[config.mk]
export PLATFORM = sky130hd
export DESIGN_NAME = bin_to_bcd_seq_flat
export DESIGN_NICKNAME = d
export VERILOG_FILES = /design/src/rtl/bcd_pkg.sv /design/src/rtl/bin_to_bcd_seq_if.sv /design/src/rtl/bcd_digit_adjust.sv /design/src/rtl/bin_to_bcd_seq.sv /design/src/flat_wrapper.sv
export SDC_FILE = /design/constraint.sdc
export NUM_CORES = 1
export LEC_CHECK = 0
export ABC_AREA = 1
export CORE_MARGIN = 3
export CORE_UTILIZATION = 30
export DETAILED_ROUTE_END_ITERATION = 8
export SYNTH_ARGS = -nofsm -noshare
export SYNTH_HDL_FRONTEND = slang
export SYNTH_HIERARCHICAL = 1
export SYNTH_SLANG_ARGS = --single-unit
[constraint.sdc]
create_clock -name clk -period 1.7 [get_ports clk]
set_input_delay 0.34 -clock clk [delete_from_list [all_inputs] [get_ports clk]]
set_output_delay 0.34 -clock clk [all_outputs]
set_load 0.01 [all_outputs]
[src/rtl/bcd_pkg.sv]
// Shared constants, FSM state type and digit helper for the binary-to-BCD converter.
package bcd_pkg;

    localparam int unsigned DIGIT_W    = 4;
    localparam int unsigned ADJ_THRESH = 5;
    localparam int unsigned ADJ_ADD    = 3;
    localparam int unsigned XS3_OFFSET = 3;

    typedef enum logic [1:0] {
        IDLE  = 2'd0,
        SHIFT = 2'd1,
        DONE  = 2'd2
    } state_e;

    // Excess-3 code of one BCD digit
    function automatic logic [DIGIT_W-1:0] xs3_digit(input logic [DIGIT_W-1:0] d);
        return d + DIGIT_W'(XS3_OFFSET);
    endfunction

endpackage

[src/rtl/bin_to_bcd_seq_if.sv]
// Valid/ready bus of bin_to_bcd_seq; out_xs3 exists only when BIN2BCD_XS3_EN is defined.
interface bin_to_bcd_seq_if
    import bcd_pkg::*;
#(
    parameter int unsigned BIN_W  = 8,
    parameter int unsigned DIGITS = 3
) ();

    localparam int unsigned BCD_W = DIGIT_W * DIGITS;

    logic             in_valid;
    logic             in_ready;
    logic [BIN_W-1:0] in_bin;
    logic             out_valid;
    logic             out_ready;
    logic [BCD_W-1:0] out_bcd;
    logic             ovf;
`ifdef BIN2BCD_XS3_EN
    logic [BCD_W-1:0] out_xs3;

    modport master (output in_valid, in_bin, out_ready,
                    input  in_ready, out_valid, out_bcd, ovf, out_xs3);
    modport slave  (input  in_valid, in_bin, out_ready,
                    output in_ready, out_valid, out_bcd, ovf, out_xs3);
`else
    modport master (output in_valid, in_bin, out_ready,
                    input  in_ready, out_valid, out_bcd, ovf);
    modport slave  (input  in_valid, in_bin, out_ready,
                    output in_ready, out_valid, out_bcd, ovf);
`endif

endinterface

[src/rtl/bcd_digit_adjust.sv]
// Double-dabble digit correction: add 3 to a BCD digit that is 5 or more.
module bcd_digit_adjust
    import bcd_pkg::*;
(
    input  logic [DIGIT_W-1:0] digit,
    output logic [DIGIT_W-1:0] adjusted
);

    assign adjusted = (digit >= DIGIT_W'(ADJ_THRESH)) ? digit + DIGIT_W'(ADJ_ADD) : digit;

endmodule

[src/rtl/bin_to_bcd_seq.sv]
// Sequential binary-to-BCD converter (double dabble, one bit per clock) with valid/ready on both sides.
// Optional BIN2BCD_XS3_EN adds a registered excess-3 copy of the result.
module bin_to_bcd_seq
    import bcd_pkg::*;
#(
    parameter int unsigned BIN_W  = 8,
    parameter int unsigned DIGITS = 3
) (
    input logic              clk,
    input logic              rst_n,
    bin_to_bcd_seq_if.slave  bus
);

    localparam int unsigned BCD_W = DIGIT_W * DIGITS;
    localparam int unsigned CNT_W = $clog2(BIN_W + 1);

    state_e             state;
    logic [BCD_W-1:0]   acc;
    logic [BCD_W-1:0]   acc_adj;
    logic [BIN_W-1:0]   sr;
    logic [CNT_W-1:0]   count;
    logic               ovf_acc;
    logic [BCD_W+BIN_W-1:0] shifted;
    logic [BCD_W-1:0]   bcd_next;
    logic               carry_out;

    for (genvar g = 0; g < DIGITS; g++) begin : g_adj
        bcd_digit_adjust u_adj (
            .digit    (acc[g*DIGIT_W +: DIGIT_W]),
            .adjusted (acc_adj[g*DIGIT_W +: DIGIT_W])
        );
    end

    // Top bit of the adjusted accumulator leaves the result; anything nonzero there is overflow
    assign carry_out = acc_adj[BCD_W-1];
    assign shifted   = {acc_adj[BCD_W-2:0], sr, 1'b0};
    assign bcd_next  = shifted[BCD_W+BIN_W-1 -: BCD_W];

`ifdef BIN2BCD_XS3_EN
    logic [BCD_W-1:0] xs3_next;

    for (genvar g = 0; g < DIGITS; g++) begin : g_xs3
        assign xs3_next[g*DIGIT_W +: DIGIT_W] = xs3_digit(bcd_next[g*DIGIT_W +: DIGIT_W]);
    end
`endif

    always_ff @(posedge clk or negedge rst_n) begin
        if (!rst_n) begin
            state         <= IDLE;
            bus.in_ready  <= 1'b1;
            bus.out_valid <= 1'b0;
            bus.out_bcd   <= '0;
            bus.ovf       <= 1'b0;
            acc           <= '0;
            sr            <= '0;
            count         <= '0;
            ovf_acc       <= 1'b0;
`ifdef BIN2BCD_XS3_EN
            bus.out_xs3   <= {DIGITS{DIGIT_W'(XS3_OFFSET)}};
`endif
        end else begin
            case (state)
                IDLE: begin
                    if (bus.in_valid) begin
                        sr           <= bus.in_bin;
                        acc          <= '0;
                        ovf_acc      <= 1'b0;
                        count        <= CNT_W'(BIN_W);
                        bus.in_ready <= 1'b0;
                        state        <= SHIFT;
                    end
                end
                SHIFT: begin
                    {acc, sr} <= shifted;
                    ovf_acc   <= ovf_acc | carry_out;
                    count     <= count - CNT_W'(1);
                    // Result is published on the last shift edge, so out_valid rises BIN_W cycles after accept
                    if (count == CNT_W'(1)) begin
                        bus.out_valid <= 1'b1;
                        bus.out_bcd   <= bcd_next;
                        bus.ovf       <= ovf_acc | carry_out;
`ifdef BIN2BCD_XS3_EN
                        bus.out_xs3   <= xs3_next;
`endif
                        state         <= DONE;
                    end
                end
                DONE: begin
                    if (bus.out_ready) begin
                        bus.out_valid <= 1'b0;
                        bus.in_ready  <= 1'b1;
                        state         <= IDLE;
                    end
                end
                default: begin
                    bus.out_valid <= 1'b0;
                    bus.in_ready  <= 1'b1;
                    state         <= IDLE;
                end
            endcase
        end
    end

endmodule

[src/flat_wrapper.sv]
// flat-port wrapper written by rule: the top's interface ports become plain ports
module bin_to_bcd_seq_flat import bcd_pkg::*;
#(
    parameter int unsigned BIN_W  = 8,
    parameter int unsigned DIGITS = 3
)
  (clk, rst_n, bus_in_valid, bus_in_bin, bus_out_ready, bus_in_ready, bus_out_valid, bus_out_bcd, bus_ovf);
  bin_to_bcd_seq_if #(.BIN_W(BIN_W), .DIGITS(DIGITS)) bus_i ();
  input logic clk;
  input logic rst_n;
  input wire logic [$bits(bus_i.in_valid)-1:0] bus_in_valid;
  input wire logic [$bits(bus_i.in_bin)-1:0] bus_in_bin;
  input wire logic [$bits(bus_i.out_ready)-1:0] bus_out_ready;
  output wire logic [$bits(bus_i.in_ready)-1:0] bus_in_ready;
  output wire logic [$bits(bus_i.out_valid)-1:0] bus_out_valid;
  output wire logic [$bits(bus_i.out_bcd)-1:0] bus_out_bcd;
  output wire logic [$bits(bus_i.ovf)-1:0] bus_ovf;
  assign bus_i.in_valid = bus_in_valid;
  assign bus_i.in_bin = bus_in_bin;
  assign bus_i.out_ready = bus_out_ready;
  assign bus_in_ready = bus_i.in_ready;
  assign bus_out_valid = bus_i.out_valid;
  assign bus_out_bcd = bus_i.out_bcd;
  assign bus_ovf = bus_i.ovf;
  bin_to_bcd_seq #(.BIN_W(BIN_W), .DIGITS(DIGITS)) u_core (.clk(clk), .rst_n(rst_n), .bus(bus_i));
endmodule
# Word-level counts from Yosys, hierarchy flattened

Cells that the tools add are included.

Register bits: 42
Bits in latches: 0
Bits in writable memories: 0
Bits in read-only memories: 0
Bits of input ports: 12
Output and inout port bits: 15
Word-level logic and storage cells: 52
Memories kept: 0

$add $sub $neg: 4
Multiply operators: 0
Div/mod/pow operators: 0
Magnitude comparators: 3
Equal/unequal tests: 6
Shift operators: 0
Multiplexer cells: 20
Bitwise gates (word level): 3
Reductions and logical operators: 7

Operators by type and width:

| cell                                                 | number |
|---|---|
| one-hot mux 12 bit (2 select lines)                  | 1 |
| two-way mux 4 bit                                    | 4 |
| one-hot mux 8 bit (2 select lines)                   | 1 |
| adder 4 x 2 -> 4 bit (second input constant)         | 3 |
| >= comparator 4 x 3 -> 1 bit (second input constant) | 3 |
| two-way mux 12 bit                                   | 1 |
| AND reduction 3 bit                                  | 3 |
| two-way mux 8 bit                                    | 1 |
| one-hot mux 4 bit (2 select lines)                   | 1 |
| two-way mux 2 bit                                    | 3 |
| one-hot mux 1 bit (3 select lines)                   | 2 |
| one-hot mux 2 bit (3 select lines)                   | 1 |
| equality test 4 x 1 -> 1 bit (second input constant) | 1 |
| two-way mux 1 bit                                    | 4 |
| != test 2 bit (second input constant)                | 2 |
| AND reduction 2 bit                                  | 2 |
| subtractor 4 x 1 -> 4 bit (second input constant)    | 1 |
| equality test 2 x 1 -> 1 bit (second input constant) | 1 |
| equality test 2 bit (second input constant)          | 1 |
| logical NOT 2 bit                                    | 1 |
| != test 2 x 1 -> 1 bit (second input constant)       | 1 |
| NOT 1 bit                                            | 2 |
| one-hot mux 1 bit (2 select lines)                   | 1 |
| nonzero test 2 bit                                   | 1 |
| OR 1 bit                                             | 1 |

# Longest topological paths before layout

Gate-level depths: netlist of the first run.

Depth after elaboration: 4
Depth in mapped cells: 10
Depth with buffers taken out: 10

# Cells and area by module

The synthesis of the first run kept the hierarchy.

Modules (own cells, without submodules):

| module           | times used | cells each | area an instance (µm²) | sequential area each (µm²) |
|---|---|---|---|---|
| bin_to_bcd_seq   | 1          | 203        | 1831.8                 | 1052.3 |
| bcd_digit_adjust | 3          | 23         | 135.1                  | 0.0 |

# Least setup slack after synthesis of the first run

OpenSTA, ideal clock, no wires.

Path kind: flip-flop to flip-flop
From: register u_core.acc[8]
To: register u_core.bus.ovf
Library setup time: 65 ps
Data arrival time: 1201 ps
Data required time: 1635 ps
Setup slack: 434 ps
Cell stages (with the launch flop): 10
Buffers on the path: 0
Period minus slack after synthesis: 1266 ps
Cells stage by stage: dfrtp_1 -> inv_1 -> ha_1 -> nor2_4 -> nor2_4 -> a21oi_2 -> inv_1 -> nand2_1 -> nand4_1 -> nand2_1

Word-level cells in the longest chain between the ends: 3
Elaborated cells on any way between the ends: 4
Those cells by class: add/sub (1); order compare (1); mux (1); bitwise (1)

RTL lines:

| element                                                                     | RTL line                | text |
|---|---|---|
| start: declaration                                                          | bin_to_bcd_seq.sv:18    | `logic [BCD_W-1:0] acc;` |
| start signal: assignment                                                    | bin_to_bcd_seq.sv:74    | `{acc, sr} <= shifted;` |
| adder 4 x 2 -> 4 bit / >= comparator 4 x 3 -> 1 bit (equally long branches) | bcd_digit_adjust.sv:9   | `assign adjusted = (digit >= DIGIT_W'(ADJ_THRESH)) ? digit + DIGIT_W'(ADJ_ADD) : digit;` |
| two-way mux 4 bit (*)                                                       | bcd_digit_adjust.sv:9   |  |
| named net u_core.acc_adj[11]                                                | bin_to_bcd_seq.sv:19    | `logic [BCD_W-1:0] acc_adj;` |
| OR 1 bit (*)                                                                | bin_to_bcd_seq.sv:81    | `bus.ovf <= ovf_acc \| carry_out;` |
| end signal: assignment                                                      | bin_to_bcd_seq.sv:81    |  |
| end: declaration                                                            | bin_to_bcd_seq_if.sv:29 | `output in_ready, out_valid, out_bcd, ovf);` |

Mark *: on every way through the listed nets, which the timed path passes. The rest lies on a longest branch.
A chain may end at the register's enable or synchronous reset.

# Final worst setup path of the first run

From: register u_core.bus.out_bcd[4]
To: output port bus_out_bcd[4]

RTL lines:

| element                  | RTL line                | text |
|---|---|---|
| start: declaration       | bin_to_bcd_seq_if.sv:29 |  |
| start signal: assignment | bin_to_bcd_seq.sv:80    | `bus.out_bcd <= bcd_next;` |
| end: declaration         | flat_wrapper.sv:16      | `output wire logic [$bits(bus_i.out_bcd)-1:0] bus_out_bcd;` |

No word-level cell between the ends.

==> run_results.csv, run 1 <==
group,metric,value,unit
sta,tns,0,ps
synthesis,synthCells,272,
critical_path,crit_required,1360,ps
clock_network,holdBufCountCts,0,
place,port_buffers,26,
critical_path,slowest_stage,"clkdlybuf4s50_1",
drt,drt_pass1_iterations,4,
clock_network,clock_latency,290,ps
final_layout,antennaDiodeCount,0,
critical_path,cpPeakStageDelay,540,ps
sta,slew_viol_final,0,
clock_network,cts_sinks,42,
floorplan,core_area,0.00702,mm^2
critical_path,cp_cell_sequence,"clkdlybuf4s50_1",
synthesis,async_flop_share,1.00,
sta,worst_pin_slew,349,ps
run_status,status,"finished clean",
critical_path,path_max_fanout,2,
sta,finalSetupViolCount,0,
synthesis,synth_edf_count,0,
critical_path,worstRegToRegCells,9,
drt,drt_wl_total,4540,um
synthesis,yosysSeqAreaShare,0.470,
pwr,leakage,1.32,nW
sta,timing.slew.headroom,0.767,
clock_network,cts_tree,"built",
place,globalplace.congestion,0.746,
synthesis,synth_nets,292,
critical_path,critical-path-top-delay-family,"buffers and inverters",
synthesis,synth-seq-cells,42,
critical_path,worstSetupEndpointType,"output pin",
floorplan,fp-row-count,30,
final_layout,area_delta_synth_final,20.2,%
synthesis,syn_area,0.00224,mm^2
run,drv_cap,0,
sta,rsz0062_at_grt,"no",
place,post-dp-hpwl,3090,um
synthesis,synth_top_area_frac,0.459,
clock_network,numCtsBuffers,5,
drt,post-route-drc-count,0,
synthesis,yosysWarnings,6,
global_route,grt_max_degree,43,
synthesis,synth_top_area_cell,"dfrtp_1",
synthesis,synth.avg_cell_area,8.22,um^2
critical_path,startpoint_type,"register",
sta,finClkSkew,5.76,ps
floorplan,io-pin-count,27,
floorplan,start_util,0.319,
global_route,grt_usage,0.120,
drt,vias,1811,
drt,antenna_left,0,
floorplan,die_h,92.4,um
global_route,gr-total-overflow,0,
sta,post-route-period-util,0.898,
global_route,grt_pass1_wl,8350,um
sta,fin_crit,1530,ps
min_path,hold_path_class,"in -> async",
drt,dr.first_iter.drc_count,119,
clock_network,cts_root_buf,"clkbuf_8",
synthesis,synthTopCellsByArea,"dfrtp_1, nand2_1, nand3_1",
pwr,power_density,1760,mW/mm^2
final_layout,drive_above_1_share,0.135,
global_route,grt_pass1_vias,1834,
sta,hold_viol_final,0,
drt,vias_per_cell,4.54,
floorplan,fp.dieW,92.4,um
critical_path,cp_data_arrival_time,1190,ps
final_layout,nets,322,
pwr,power.total,4.73,mW
critical_path,cp_num_cells,1,
drt,wire_per_inst,11.4,um
pwr,ir_worst_vdd,0.496,mV
global_route,antenna_found_initial,0,
synthesis,synth_flop_cell,"dfrtp_1",
sta,max_freq,655,MHz
floorplan,dieArea,0.00853,mm^2
synthesis,synth_cell_type_count,22,
critical_path,worstSetupPathType,"reg -> out",
clock_network,cts_buffer_depth,2,
critical_path,crit_buf_inv,1,
clock_network,h-tree-depth,2,
clock_network,clkTransAtPathRegs,80,ps
-- registers in the layout, summed over array words and instances, names as in the netlist --
| signal | cells |
|---|---|
| u_core/bus.out_bcd | 12 |
| u_core/count | 4 |
| u_core/sr | 8 |
| u_core/state | 2 |
| u_core/acc | 12 |
| u_core/bus.out_valid | 1 |
| u_core/ovf_acc | 1 |
| u_core/bus.ovf | 1 |
| u_core/bus.in_ready | 1 |
-- final cells by class --
type                       count  area (um^2)
fill                         736         4330
sequential                    42         1050
multi-input combinational    197         1020
timing repair buffer          34          327
tap                           96          120
clock buffer                   7         86.3
inverter                      22         82.6
clock inverter                 1         5.00
-- power by group --
group	switching [mW]	internal, mW
clock	0.327	0.328
sequential	0.300	1.41
combinational	1.41	0.958
total	2.04	2.69
-- cell usage in the layout, fill, tap and decap left out, drive strengths merged --
master	Yosys	final
nand2	102	102
clkbuf	1	7
buf	10	9
dfrtp	41	41
clkdlybuf4s50	0	24
dlygate4sd2	0	1
dfstp	1	1
a21oi	4	4
nand4	13	13
nor2	20	20
ha	8	8
inv	22	22
o21ai	13	13
clkinv	0	1
o31ai	1	1
xnor2	1	1
o22ai	1	1
nand3	34	34
-- synth_stat cells, types with 3 or more instances --
| cell type | instances |
|---|---|
| buf_4 | 3 |
| a21oi_2 | 4 |
| dfrtp_1 | 41 |
| nand2_2 | 3 |
| nand2_1 | 99 |
| ha_1 | 8 |
| buf_2 | 3 |
| o21ai_2 | 3 |
| nand3_1 | 33 |
| o21ai_0 | 10 |
| nor2_1 | 12 |
| nand4_1 | 13 |
| inv_1 | 17 |
| inv_2 | 5 |
| nor2_4 | 8 |
| buf_6 | 4 |
-- metal layers --
metal,part of all wire,track usage
met5,0,0
met4,0.0090,0.0371
met3,0.044,0.0284
met2,0.47,0.199
met1,0.48,0.154
-- per-stage QoR --
step | area (um^2) | setup WS (ps) | hold WS, ps | cells | util
2_1_floorplan | 2240 | 434 | 44.4 | 272 | -
3_3_place_gp | 2600 | 238 | 335 | 391 | 0.370
3_5_place_dp | 2600 | 209 | 334 | 391 | 0.370
4_1_cts | 2690 | 148 | 12.0 | 399 | 0.383
5_1_grt | 2690 | 82.7 | 23.0 | 399 | 0.383
6_report | 2690 | 173 | 6.50 | 399 | 0.383
-- worst paths after layout --
kind                                       start               endpoint  slack [ps]
min in group clk           u_core/bus.out_bcd[3]  u_core/bus.out_bcd[3]         470
max in group asynchronous                  rst_n    u_core/bus.in_ready        1410
setup / recovery           u_core/bus.out_bcd[4]         bus_out_bcd[4]         170
setup reg to reg                   u_core/acc[8]         u_core/bus.ovf         280
hold / removal                             rst_n        u_core/count[3]           6
hold reg to reg            u_core/bus.out_bcd[3]  u_core/bus.out_bcd[3]         470
-- logic make-up (layout without fill, tap and decap cells) --
logic type      after synthesis  after routing  synth area share
simple gates                169            169             0.350
buf+inv                      33             64            0.0755
fa+ha+maj                     8              8            0.0447
flops                        42             42             0.470
xor+xnor                      1              1           0.00392
compound gates               19             19            0.0559
-- what timing repair did --
action	in CTS	in global routing
hold endpoints to repair	0	0
resized for setup	1	0
setup endpoints to repair	1	0
setup buffers	0	0
Note: power is estimated with default switching activity, not from simulation.
==> inputs of run 2 (changes only) <==
- CORE_ASPECT_RATIO: default -> 0.8
==> run_results.csv, run 2 (synthesized netlist as in run 1, its figures left out) <==
group,metric,value,unit
critical_path,cpPeakStageDelay,540,ps
critical_path,worstSetupEndpointType,"output pin",
sta,max_freq,651,MHz
drt,antenna_left,0,
run_status,violations,"negative hold slack",
global_route,grt_pass1_wl,8160,um
critical_path,crit_buf_inv,1,
clock_network,clkTransAtPathRegs,80,ps
drt,vias,1825,
floorplan,dieArea,0.00854,mm^2
clock_network,cts_sinks,42,
sta,finalSetupViolCount,0,
final_layout,nets,322,
critical_path,cp_num_cells,1,
global_route,grt_max_degree,43,
global_route,grt_pass1_vias,1702,
clock_network,cts_root_buf,"clkbuf_8",
floorplan,start_util,0.317,
place,post-dp-hpwl,3280,um
drt,drt_wl_total,4790,um
critical_path,path_max_fanout,2,
clock_network,clock_latency,290,ps
drt,drt_pass1_iterations,4,
critical_path,r2r_end,"u_core/bus.ovf",
critical_path,cp_data_arrival_time,1200,ps
sta,finClkSkew,7.73,ps
pwr,ir_worst_vdd,0.631,mV
critical_path,r2r_slack,200,ps
global_route,grt_usage,0.120,
sta,rsz0062_at_grt,"no",
clock_network,post_cts_buffers,0,
critical_path,r2r-start,"u_core/state[0]",
pwr,leakage,1.32,nW
drt,wire_per_inst,12.3,um
final_layout,layout_common_cells,"nand2_1, dfrtp_1, nand3_1",
floorplan,fp.dieW,103,um
sta,tns,0,ps
place,port_buffers,26,
critical_path,worstRegToRegCells,5,
floorplan,fp-row-count,27,
pwr,power_density,1780,mW/mm^2
clock_network,numCtsBuffers,5,
clock_network,h-tree-depth,2,
critical_path,startpoint_type,"register",
floorplan,die_h,83.2,um
sta,timing.slew.headroom,0.740,
final_layout,reg_top3,"u_core/acc (12), u_core/bus.out_bcd (12), u_core/sr (8)",
critical_path,slowest_stage,"clkdlybuf4s50_1",
run_status,status,"finished, violations left",
final_layout,layout_commonest_cell,"nand2_1",
final_layout,area_delta_synth_final,19.9,%
final_layout,drive_above_1_share,0.139,
drt,dr.first_iter.drc_count,137,
critical_path,cp_cell_sequence,"clkdlybuf4s50_1",
sta,whs,-4.19,ps
min_path,hold_path_class,"in -> async",
critical_path,critical-path-top-delay-family,"buffers and inverters",
global_route,gr-total-overflow,0,
sta,hold_viol_final,4,
clock_network,cts_tree,"built",
sta,fin_crit,1540,ps
sta,slew_viol_final,0,
drt,post-route-drc-count,0,
sta,post-route-period-util,0.903,
global_route,antenna_found_initial,0,
critical_path,crit_start,"u_core/bus.out_bcd[3]",
run,drv_cap,0,
drt,vias_per_cell,4.68,
critical_path,worstSetupPathType,"reg -> out",
sta,worst_pin_slew,389,ps
floorplan,io-pin-count,27,
floorplan,core_area,0.00706,mm^2
place,globalplace.congestion,0.847,
final_layout,antennaDiodeCount,0,
critical_path,setup.worst_path.end,"bus_out_bcd[3]",
clock_network,cts_buffer_depth,2,
final_layout,final_util,0.380,
critical_path,crit_required,1360,ps
## run 2: area by class of cell
cell class                      instances  area (um^2)
Fill cell                             709         4380
Sequential cell                        42         1050
Multi-Input combinational cell        197         1020
Timing Repair Buffer                   34          327
Tap cell                               87          109
Clock buffer                            6         82.6
Inverter                               22         82.6
Clock inverter                          2         12.5
## run 2: how the worst min path moves through the flow
stage	from	end
5_1_grt	rst_n	u_core/bus.out_bcd[10]
2_1_floorplan	rst_n	u_core/acc[0]
3_5_place_dp	rst_n	u_core/bus.out_bcd[10]
3_3_place_gp	rst_n	u_core/bus.out_bcd[10]
4_1_cts	rst_n	u_core/bus.out_bcd[10]
6_report	rst_n	u_core/bus.out_bcd[10]
## run 2: power by group
group / internal (mW) / total, mW / switching [mW]
clock network: 0.327 / 0.678 / 0.352
registers: 1.41 / 1.71 / 0.303
logic: 0.958 / 2.39 / 1.44
## run 2: layer usage
metal / vias to the layer above / GRT usage / part of all wire
met5: - / 0 / 0
met4: 0 / 0.0322 / 0.011
met3: 6 / 0.0311 / 0.050
met2: 37 / 0.174 / 0.44
met1: 845 / 0.175 / 0.50
li1: 937 / - / -
## run 2: through the flow
| step | setup slack (ps) | power (mW) | hold WS (ps) | instances | cell area (um^2) |
|---|---|---|---|---|---|
| 2_1_floorplan | 434 | 3.43 | 44.4 | 272 | 2240 |
| 3_3_place_gp | 209 | 4.07 | 329 | 382 | 2590 |
| 3_5_place_dp | 187 | 4.13 | 337 | 382 | 2590 |
| 4_1_cts | 132 | 4.84 | 1.61 | 390 | 2680 |
| 5_1_grt | 13.4 | 5.24 | 3.51 | 390 | 2680 |
| 6_report | 164 | 4.78 | -4.19 | 390 | 2680 |
## run 2: repair_timing
action	CTS	global route
resized for setup	1	0
setup endpoints to repair	1	0
hold buffers	0	0
==> inputs of run 3 (changes only) <==
- CORE_MARGIN: 3 -> default
- clock period: 1.7 -> 1.8 ns (I/O delays scaled with it)
==> run_results.csv, run 3 (synthesized netlist as in run 1, its figures left out) <==
group,metric,value,unit
run_status,status,"finished, violations left",
run_status,violations,"design-rule violations",
drt,wire_per_inst,12.8,um
sta,whs,475,ps
clock_network,cts_root_buf,"clkbuf_8",
drt,vias_per_cell,4.81,
critical_path,slowest_stage,"dfstp_2",
pwr,p_seq_frac,0.351,
clock_network,numCtsBuffers,5,
place,port_buffers,26,
clock_network,cts_sinks,42,
sta,slew_viol_final,0,
global_route,grt_pass1_vias,1803,
sta,finalSetupViolCount,0,
clock_network,cts_buffer_depth,2,
place,post-dp-hpwl,3380,um
pwr,power_density,1700,mW/mm^2
clock_network,clkTransAtPathRegs,80,ps
critical_path,cpPeakStageDelay,530,ps
sta,finClkSkew,3.46,ps
run,drv_cap,0,
critical_path,crit_required,1440,ps
min_path,hold_path_class,"reg -> reg",
final_layout,area_delta_synth_final,21.0,%
sta,post-route-period-util,0.954,
critical_path,startpoint_type,"register",
critical_path,cp_data_arrival_time,1360,ps
pwr,netSwitchingFraction,0.432,
drt,drt_pass1_iterations,8,
final_layout,layout_commonest_cell,"nand2_1",
pwr,p_comb_frac,0.492,
floorplan,dieArea,0.00781,mm^2
final_layout,nets,323,
clock_network,h-tree-depth,2,
clock_network,clock_latency,300,ps
sta,tns,0,ps
final_layout,final_util,0.383,
pwr,leakage,1.33,nW
floorplan,fp-row-count,27,
global_route,grt_pass1_wl,8580,um
pwr,p_sw,1.98,mW
drt,antenna_left,0,
clock_network,cts_tree,"built",
floorplan,io-pin-count,27,
place,globalplace.congestion,0.767,
drt,post-route-drc-count,2,
clock_network,holdBufCountCts,1,
sta,timing.slew.headroom,0.710,
global_route,antenna_found_initial,0,
floorplan,die_h,79.2,um
drt,dr.first_iter.drc_count,89,
clock_network,post_cts_buffers,0,
floorplan,start_util,0.317,
final_layout,layout_common_cells,"nand2_1, dfrtp_1, nand3_1",
pwr,power.total,4.60,mW
sta,hold_viol_final,0,
place,dp_slack,267,ps
critical_path,worstSetupPathType,"reg -> out",
global_route,grt_max_degree,25,
sta,fin_crit,1720,ps
sta,rsz0062_at_grt,"no",
drt,drt_wl_total,5000,um
sta,worst_pin_slew,435,ps
critical_path,critical-path-top-delay-family,"flip-flops",
global_route,use_met2,0.220,
final_layout,antennaDiodeCount,0,
final_layout,drive_above_1_share,0.138,
floorplan,fp.dieW,98.5,um
floorplan,core_area,0.00706,mm^2
sta,finalWorstSetupSlack,83.2,ps
global_route,gr-total-overflow,0,
drt,vias,1879,
global_route,use_met1,0.189,
final_layout,reg_top3,"u_core/acc (12), u_core/bus.out_bcd (12), u_core/sr (8)",
global_route,grt_usage,0.141,
pwr,pwr-share-clk,0.157,
critical_path,worstSetupEndpointType,"output pin",
clock_network,ctsResizeCount,0,
sta,max_freq,582,MHz
pwr,ir_worst_vdd,0.559,mV
critical_path,crit_buf_inv,1,
critical_path,cp_cell_sequence,"clkdlybuf4s50_1",
global_route,busiest_layer,"met2",
pwr,internal_power,2.61,mW
critical_path,path_max_fanout,2,
global_route,grtUsageMet3,0.0405,
-- run 3: changes by cell type in the layout (fill, tap and decap cells not counted) --
cell / before / now
clkbuf_8: 6 / 8
clkdlybuf4s50_1: 24 / 25
clkinv_2: 1 / 0
clkinvlp_4: 1 / 0
dlygate4sd2_1: 1 / 0
dlygate4sd3_1: 0 / 1
-- run 3: power by group through the flow --
stage          clock network (mW)  registers, mW  logic, mW
2_1_floorplan                   0           1.64       1.60
3_3_place_gp                    0           1.63       2.21
3_5_place_dp                    0           1.63       2.27
4_1_cts                     0.754           1.62       2.28
5_1_grt                     0.794           1.67       2.55
6_report                    0.722           1.61       2.26
-- run 3: final timing paths --
path,from,to,slack [ps],cells past startpoint
max reg2reg,u_core/acc[0],u_core/bus.out_bcd[2],400,8
max,u_core/bus.in_ready,bus_in_ready,80,1
min,u_core/bus.out_bcd[5],u_core/bus.out_bcd[5],480,2
max in group asynchronous,rst_n,u_core/acc[3],780,3
min in group asynchronous,rst_n,u_core/bus.out_bcd[10],530,2
min reg2reg,u_core/bus.out_bcd[5],u_core/bus.out_bcd[5],480,2
-- run 3: layer usage --
metal,share of wire,vias up
li1,-,938
met1,0.50,895
met2,0.44,41
met3,0.047,5
met4,0.0076,0
met5,0,-
-- run 3: cell type report --
cell class / count / area [um^2]
Multi-Input combinational cell: 197 / 1020
Clock buffer: 8 / 110
Fill cell: 719 / 4350
Sequential cell: 42 / 1050
Inverter: 22 / 82.6
Timing Repair Buffer: 35 / 338
Tap cell: 87 / 109
-- run 3: metrics by stage --
| stage | cell area [um^2] | std cells |
|---|---|---|
| after detailed placement | 2590 | 382 |
| after CTS | 2710 | 391 |
| final | 2710 | 391 |
| after global routing | 2710 | 391 |
| after global placement | 2590 | 382 |
| after floorplan | 2240 | 272 |
